## config.mk

```make
export PLATFORM = sky130hd
export DESIGN_NAME = briham_scan_controller
export DESIGN_NICKNAME = d
export VERILOG_FILES = /design/src/rtl/briham_pkg.sv /design/src/rtl/briham_debounce.sv /design/src/rtl/briham_scan_controller.sv
export SDC_FILE = /design/constraint.sdc
export NUM_CORES = 1
export LEC_CHECK = 0
export ABC_AREA = 1
export CAP_MARGIN = 20
export CORE_MARGIN = 5
export CORE_UTILIZATION = 59
export DETAILED_ROUTE_END_ITERATION = 16
export PLACE_DENSITY_LB_ADDON = 0.12
export SLEW_MARGIN = 10
export SYNTH_ARGS = -nofsm -noshare
export SYNTH_HDL_FRONTEND = slang
export SYNTH_SLANG_ARGS = --single-unit
```

## constraint.sdc

```tcl
create_clock -name clk -period 1.75 [get_ports clk]
set_input_delay 0.175 -clock clk [delete_from_list [all_inputs] [get_ports clk]]
set_output_delay 0.175 -clock clk [all_outputs]
set_load 0.1 [all_outputs]
```

## src/rtl/briham_pkg.sv

```systemverilog
// Shared types and constants for the briham code-detector scan controller.
package briham_pkg;

  localparam int unsigned CODE_W    = 4;
  localparam int unsigned NUM_CODES = 16;
  localparam int unsigned COUNT_W   = 5;

  typedef enum logic [2:0] {
    StIdle,
    StSettle,
    StSample,
    StDwell,
    StDone
  } state_e;

endpackage

```

## src/rtl/briham_debounce.sv

```systemverilog
// Two-flop synchroniser plus stability counter for the 4 board switches.
module briham_debounce
  import briham_pkg::*;
#(
  parameter int unsigned DB_CYCLES = 1_000_000
) (
  input  logic              clk,
  input  logic              rst_n,
  input  logic [CODE_W-1:0] sw,
  output logic [CODE_W-1:0] sw_db
);

  localparam int unsigned DbW = $clog2(DB_CYCLES + 1);

  logic [CODE_W-1:0] sync1_q, sync2_q, cand_q, db_q;
  logic [DbW-1:0]    cnt_q;

  always_ff @(posedge clk or negedge rst_n) begin
    if (!rst_n) begin
      sync1_q <= '0;
      sync2_q <= '0;
      cand_q  <= '0;
      db_q    <= '0;
      cnt_q   <= '0;
    end else begin
      sync1_q <= sw;
      sync2_q <= sync1_q;
      if (sync2_q != cand_q) begin
        cand_q <= sync2_q;
        cnt_q  <= '0;
      end else if (cnt_q == DbW'(DB_CYCLES - 1)) begin
        // Counter parks here; the accepted value is refreshed every stable cycle.
        db_q <= cand_q;
      end else begin
        cnt_q <= cnt_q + 1'b1;
      end
    end
  end

  assign sw_db = db_q;

endmodule

```

## src/rtl/briham_scan_controller.sv

```systemverilog
// Drives the external 4-bit code detector: manual switch mode or a 0..15 sweep building a hit map.
module briham_scan_controller
  import briham_pkg::*;
#(
  parameter int unsigned TICK_DIV  = 25_000_000,
  parameter int unsigned DB_CYCLES = 1_000_000
) (
  input  logic               clk,
  input  logic               rst_n,
  input  logic [CODE_W-1:0]  sw,
  input  logic               mode,
  input  logic               start,
  input  logic               det_hit,
  output logic [CODE_W-1:0]  code,
  output logic               led,
  output logic               busy,
  output logic               done,
  output logic [COUNT_W-1:0] hit_count,
  output logic [NUM_CODES-1:0] hit_map
);

  localparam int unsigned TickW = $clog2(TICK_DIV + 1);

  logic [CODE_W-1:0]    sw_db;
  state_e               state_q, state_d;
  logic [CODE_W-1:0]    code_q, code_d;
  logic                 led_q, led_d;
  logic                 busy_q, busy_d;
  logic [COUNT_W-1:0]   count_q, count_d;
  logic [NUM_CODES-1:0] map_q, map_d;
  logic [TickW-1:0]     tick_q, tick_d;

  briham_debounce #(
    .DB_CYCLES(DB_CYCLES)
  ) u_debounce (
    .clk  (clk),
    .rst_n(rst_n),
    .sw   (sw),
    .sw_db(sw_db)
  );

  always_ff @(posedge clk or negedge rst_n) begin
    if (!rst_n) begin
      state_q <= StIdle;
      code_q  <= '0;
      led_q   <= 1'b0;
      busy_q  <= 1'b0;
      count_q <= '0;
      map_q   <= '0;
      tick_q  <= '0;
    end else begin
      state_q <= state_d;
      code_q  <= code_d;
      led_q   <= led_d;
      busy_q  <= busy_d;
      count_q <= count_d;
      map_q   <= map_d;
      tick_q  <= tick_d;
    end
  end

  always_comb begin
    state_d = state_q;
    code_d  = code_q;
    led_d   = led_q;
    busy_d  = busy_q;
    count_d = count_q;
    map_d   = map_q;
    tick_d  = tick_q;
    unique case (state_q)
      StIdle: begin
        code_d = sw_db;
        led_d  = det_hit;
        if (start && mode) begin
          map_d   = '0;
          count_d = '0;
          code_d  = '0;
          busy_d  = 1'b1;
          state_d = StSettle;
        end
      end
      StSettle: state_d = StSample;
      StSample: begin
        map_d[code_q] = det_hit;
        count_d       = count_q + COUNT_W'(det_hit);
        led_d         = det_hit;
        tick_d        = TickW'(TICK_DIV - 1);
        state_d       = StDwell;
      end
      StDwell: begin
        if (tick_q == '0) begin
          if (code_q == CODE_W'(NUM_CODES - 1)) begin
            // busy drops as DONE is entered so it covers exactly the 16 code slots.
            busy_d  = 1'b0;
            state_d = StDone;
          end else begin
            code_d  = code_q + 1'b1;
            state_d = StSettle;
          end
        end else begin
          tick_d = tick_q - 1'b1;
        end
      end
      StDone:  state_d = StIdle;
      default: state_d = StIdle;
    endcase
  end

  assign code      = code_q;
  assign led       = led_q;
  assign busy      = busy_q;
  assign done      = (state_q == StDone);
  assign hit_count = count_q;
  assign hit_map   = map_q;

endmodule
```

======== Word-level counts from Yosys, hierarchy flattened ========
Cells that the tools add are included.
storage, ports and cells
  output and inout bits ................... 28
  bits of input ports ..................... 9
  bits in registers ....................... 91
cells by class
  equal/unequal tests ..................... 13
  bitwise logic cells ..................... 1
  add/subtract/negate cells ............... 4
  order comparisons ....................... 2
  mux-type cells .......................... 23
  reductions and logical operators ........ 14
operators with widths
  operator               number
  $pmux 25 s2            1
  $mux 20                2
  $pmux 16 s2            1
  $logic_not 25->1       1
  $mux 25                1
  $sub 25x1->25 const B  1
  $add 20x1->20 const B  1
  $eq 20x20->1 const B   1
  $bwmux 16              1
  $mux 16                1
  $mux 4                 3
  $pmux 3 s4             1
  $ne 2x2->1 const B     5
  $pmux 5 s2             1
  $mux 3                 3
  $pmux 4 s2             1
  $reduce_and 2->1       4
  $eq 3x2->1 const B     2
  $reduce_bool 2->1      3
  $add 5x1->5            1
  $lt 4x5->1 const B     1
  $mux 5                 1
  $add 4x1->4 const B    1
  $demux 1 s4            1
  14 further kinds       18

======== Logic depth before layout (Yosys ltp) ========
  depth in word-level cells ............... 6
  mapped depth ............................ 11
  mapped depth without buffers ............ 10

======== Cells and area by module ========
Synthesis repeated with hierarchy kept, for this count alone.
unflattened totals
  cell total of the unflattened synthesis .. 671
  area total of the unflattened synthesis .. 5108.6 sq um
by module, submodules not included
  module                  times used  cells each  seq. area each (sq um)  area each (sq um)
  briham_scan_controller  1           458         1376.3                  3370.7
  briham_debounce         1           213         900.9                   1737.9

======== Worst setup path after synthesis ========
Ideal clock, no wire load.
  kind .................................... reg-to-output
  start ................................... register state_q[1]
  end ..................................... output done
  data arrival time ....................... 1.904 ns
  slack ................................... -0.329 ns
  data required time ...................... 1.575 ns
  buffers on the path ..................... 1
  cell stages (with the launch flop) ...... 5
  path through ............................ dfrtp_1 -> buf_4 -> inv_2 -> nand2_1 -> nor2_1
on the way
  word-level cells in the longest chain between the ends .. 1
RTL lines
  element                 RTL line                       text
  start, declared         briham_scan_controller.sv:25   state_e state_q, state_d;
  start signal, assigned  briham_scan_controller.sv:44   state_q <= StIdle;
  start signal, assigned  briham_scan_controller.sv:52   state_q <= state_d;
  $eq 3x3->1              briham_scan_controller.sv:112  assign done = (state_q == StDone);
  end, declared           briham_scan_controller.sv:17   output logic done,
No other way between the ends.

======== Final worst setup path ========
  start ................................... register tick_q[1]
  end ..................................... register tick_q[19]
on the way
  word-level cells in the longest chain between the ends .. 3
RTL lines
  element                                            RTL line                                                     text
  start, declared                                    briham_scan_controller.sv:31                                 logic [TickW-1:0] tick_q, tick_d;
  start signal, assigned                             briham_scan_controller.sv:58                                 tick_q <= tick_d;
  $sub 25x1->25 or $logic_not 25->1 (tied branches)  briham_scan_controller.sv:101, briham_scan_controller.sv:91
  $mux 25 or $ne 2x2->1 (tied branches)              --
  $pmux 25 s2 or $reduce_and 2->1 (tied branches)    --
Parallel ways exist; a longest one is shown, timed or not. The select of a mux whose other input is x is not followed.
A chain may end at the register's enable or synchronous reset.

==> qor_table.md <==
| Step | Result | Reported |
| --- | --- | --- |
| critical path | CP startpoint kind | flip-flop |
| grt | Total overflow reported by the global router | 0 |
| grt | Global Route met1 Usage | 27.8% |
| critical path | Crit path required time | 1.98 ns |
| logic synthesis | Number of synthesized flops with an enable pin | 0 |
| grt | Global routing usage on met2 | 36.8% |
| run status | Run status | finished clean |
| grt | Most used routing layer | met2 |
| hold path | Worst hold-check path type | in2reg |
| logic synthesis | Top area cells in the synthesized netlist | dfrtp_1, nand2_1, nand3_1, inv_1, nor2_1 |
| logic synthesis | Count of state elements after synthesis | 91 |
| detailed routing | Total number of vias | 4146 |
| clock network | Number of CTS-inserted buffers | 9 |
| power and ir drop | Design Power | 3.83 mW |
| logic synthesis | Synth Flop Type | dfrtp_1 |
| critical path | CP Data Arrival Time | 1.88 ns |
| critical path | Maximum fanout encountered on the critical timing path | 14 |
| logic synthesis | Library cell with the largest summed area after synthesis | dfrtp_1 |
| sta | Setup Viol. Count Final | 0 |
| detailed routing | Post-route DRC violation count | 0 |
| cells and area | Most frequent standard cell in the layout excluding fill and tap cells | nand2_1 |
| logic synthesis | Synth Warn # | 0 |
| die | Chip height | 101 um |
| logic synthesis | Share of synthesized flip-flops with an asynchronous set or reset | 100% |
| clock network | Clock Root Buffer | clkbuf_8 |
| sta | Upper clock frequency limit | 0.606 GHz |
| sta | Sum Neg Setup Slack | 0 ns |
| sta | Worst relative slew slack | 67.8% |
| logic synthesis | Synthesized netlist cell count | 620 |
| power and ir drop | Leakage component of the power | 2.79 nW |
| detailed routing | Average wire per cell in the routed design | 13.2 um |
| logic synthesis | Sequential fraction of the synthesis area | 46.5% |
| flow run | Max cap viols | 0 |
| grt | Pin count of the biggest net entering global routing | 92 |
| placement | Count of buffers inserted at the top-level ports | 36 |
| grt | Aggregate global-route resource usage | 21.5% |
| detailed routing | WL final | 10.3 mm |
| logic synthesis | Synthesized netlist net count | 638 |
| cells and area | Top library cells by usage in the layout, fill and taps aside | nand2_1, dfrtp_1, inv_1, nor2_1, nand3_1 |
| die | Effective utilization at floorplan | 60.1% |
| clock network | Clock insertion delay at the later pin of the skew report | 0.36 ns |
| die | Core area | 0.00813 mm2 |
| cells and area | P&R area growth vs syn | 17.7% |
| detailed routing | Number of optimization iterations in the first detailed-route pass | 4 |
| placement | HPWL after detailed placement | 7.51 mm |
| detailed routing | Via-per-instance ratio | 5.30 |
| die | Die span in x | 101 um |
| grt | First-pass GRT wire length | 17.8 mm |
| placement | Number of instances in the placed design | 763 |
| die | Row count | 33 |
| detailed routing | Number of DRC markers after the initial detailed-route iteration | 179 |
| critical path | Type of the worst setup path | reg2reg |
| critical path | Capturing element type of the critical path | flip-flop |
| clock network | CTS max path bufs | 2 |
| clock network | CTS Sinks | 91 |
| logic synthesis | Distinct cells, synth | 36 |
| cells and area | Number of inserted diodes | 0 |
| sta | Post-route minimum period | 1.65 ns |
| cells and area | Nets@finish | 690 |
| grt | Number of antenna violations at the first check in global routing | 0 |
| sta | Layout Skew | 0.0106 ns |
| logic synthesis | Synth Area per Inst | 7.89 um2 |
| sta | Measured slew at the worst slew-check pin | 0.483 ns |
| placement | Last weighted congestion value of the routability-driven placer | 0.922 |
| detailed routing | Number of nets with antenna violations after detailed routing | 0 |
| clock network | TritonCTS clock tree | done |
| sta | Final Max Tran Viols | 0 |
| cells and area | Post-layout instance count excluding filler cells | 782 |
| sta | Share of the cycle needed by the critical path after routing | 94.2% |
| clock network | Depth of the CTS H-tree | 3 |
| logic synthesis | Area share of the leading cell type in the synthesized netlist | 46.5% |
| clock network | Clock Pin Slew Worst Setup and Hold Paths | 0.09 ns |
| logic synthesis | Mapped Area | 0.00489 mm2 |
| power and ir drop | Power density over the cells | 665 mW/mm2 |
| grt | Vias in the first global route | 3978 |
| die | I/O Pins | 37 |
| sta | Hold_ws | 0.255 ns |
| power and ir drop | Max VDD drop | 445 uV |
| die | Die area | 0.0102 mm2 |
| grt | Met3 Use GR | 3.25% |
| sta | Endpoints failing hold | 0 |
| cells and area | Share of post-route cells with drive strength above 1 | 17.1% |
report_power, final:
group	total [mW]	internal, mW	switching [mW]
combinational	0.143	0.0435	0.0998
sequential	2.13	2.12	0.0131
clock	1.55	0.760	0.791
worst max-delay path, stage by stage, from the launching register on:
cell	delay (ns)
dfrtp_1	0.39
inv_1	0.11
ha_1	0.17
nand3_1	0.12
nor2_4	0.12
nand3_4	0.13
nand2_8	0.16
buf_4	0.16
nor2_1	0.04
nand2_1	0.05
nand3_1	0.08
per-stage QoR:
stage,utilization [%],cell area [um2],worst slack [ns]
after global routing,70.8,5760,-0.0251
after floorplan,-,4900,0.0506
after CTS,70.3,5720,0.0617
final,70.8,5760,0.101
after global placement,67.5,5490,0.0940
after detailed placement,67.5,5490,0.0672
timing repair:
item | CTS | global route
buffers inserted | 0 | 2
hold buffers | 1 | 0
hold endpoints to repair | 91 | 0
endpoints found under the setup margin | 0 | 14
resized for setup | 0 | 8
Yosys cell counts (2+ instances only):
library cell  count
xnor2_1           3
buf_2             5
a22o_1            2
a21oi_1          31
o21ai_1           6
dfrtp_1          91
ha_1              9
nor2_1           69
or2_2             3
o22ai_1          15
o21ai_0          28
xor2_1           18
nand4_1           8
nor3_1           12
nor2_2           11
inv_1            78
nand2_1         131
nor2_4            5
inv_2             2
clkbuf_1          9
buf_4             4
o21ai_2           4
nand2_4           2
nand2_2           3
nand3_1          60
routing by layer:
metal | wire, um | up-vias
li1 | - | 2098
met1 | 4480 | 1955
met4 | 170 | 0
met5 | 0 | -
met2 | 5280 | 79
met3 | 357 | 14
state kept, by name (all words and copies together) (netlist names):
name and cells:
state_q 3, busy 1, u_debounce.sync2_q 4, hit_count 5, code 4, hit_map 16
led 1, u_debounce.sync1_q 4, tick_q 25, u_debounce.sw_db 4, u_debounce.cand_q 4, u_debounce.cnt_q 20
kinds of logic after synthesis:
| logic type | Yosys count | share of synthesized area [%] |
|---|---|---|
| XOR/XNOR | 21 | 3.76 |
| AO/OA/AOI/OAI | 90 | 10.5 |
| AND/OR/NAND/NOR | 308 | 28.4 |
| adder cells (fa/ha/maj) | 9 | 2.30 |
| buffers and inverters | 101 | 8.57 |
| flip-flops | 91 | 46.5 |
final timing paths:
path	start	to	slack [ns]	cells past startpoint
setup / recovery	tick_q[1]	tick_q[19]	0.10	10
hold reg to reg	u_debounce.sync1_q[2]	u_debounce.sync2_q[2]	0.36	0
setup reg to reg	tick_q[1]	tick_q[19]	0.10	10
hold / removal	sw[3]	u_debounce.sync1_q[3]	0.26	1
min in group asynchronous	rst_n	hit_map[14]	0.36	3
max in group asynchronous	rst_n	code[2]	0.97	3
cell type report:
type / instances / area (um2)
Sequential cell: 91 / 2280
Inverter: 80 / 300
Multi-Input combinational cell: 428 / 2220
Timing Repair Buffer: 62 / 598
Fill cell: 644 / 2380
Tap cell: 105 / 131
Clock inverter: 5 / 66.3
Clock buffer: 11 / 151
Power figures use the tool's default switching activity.
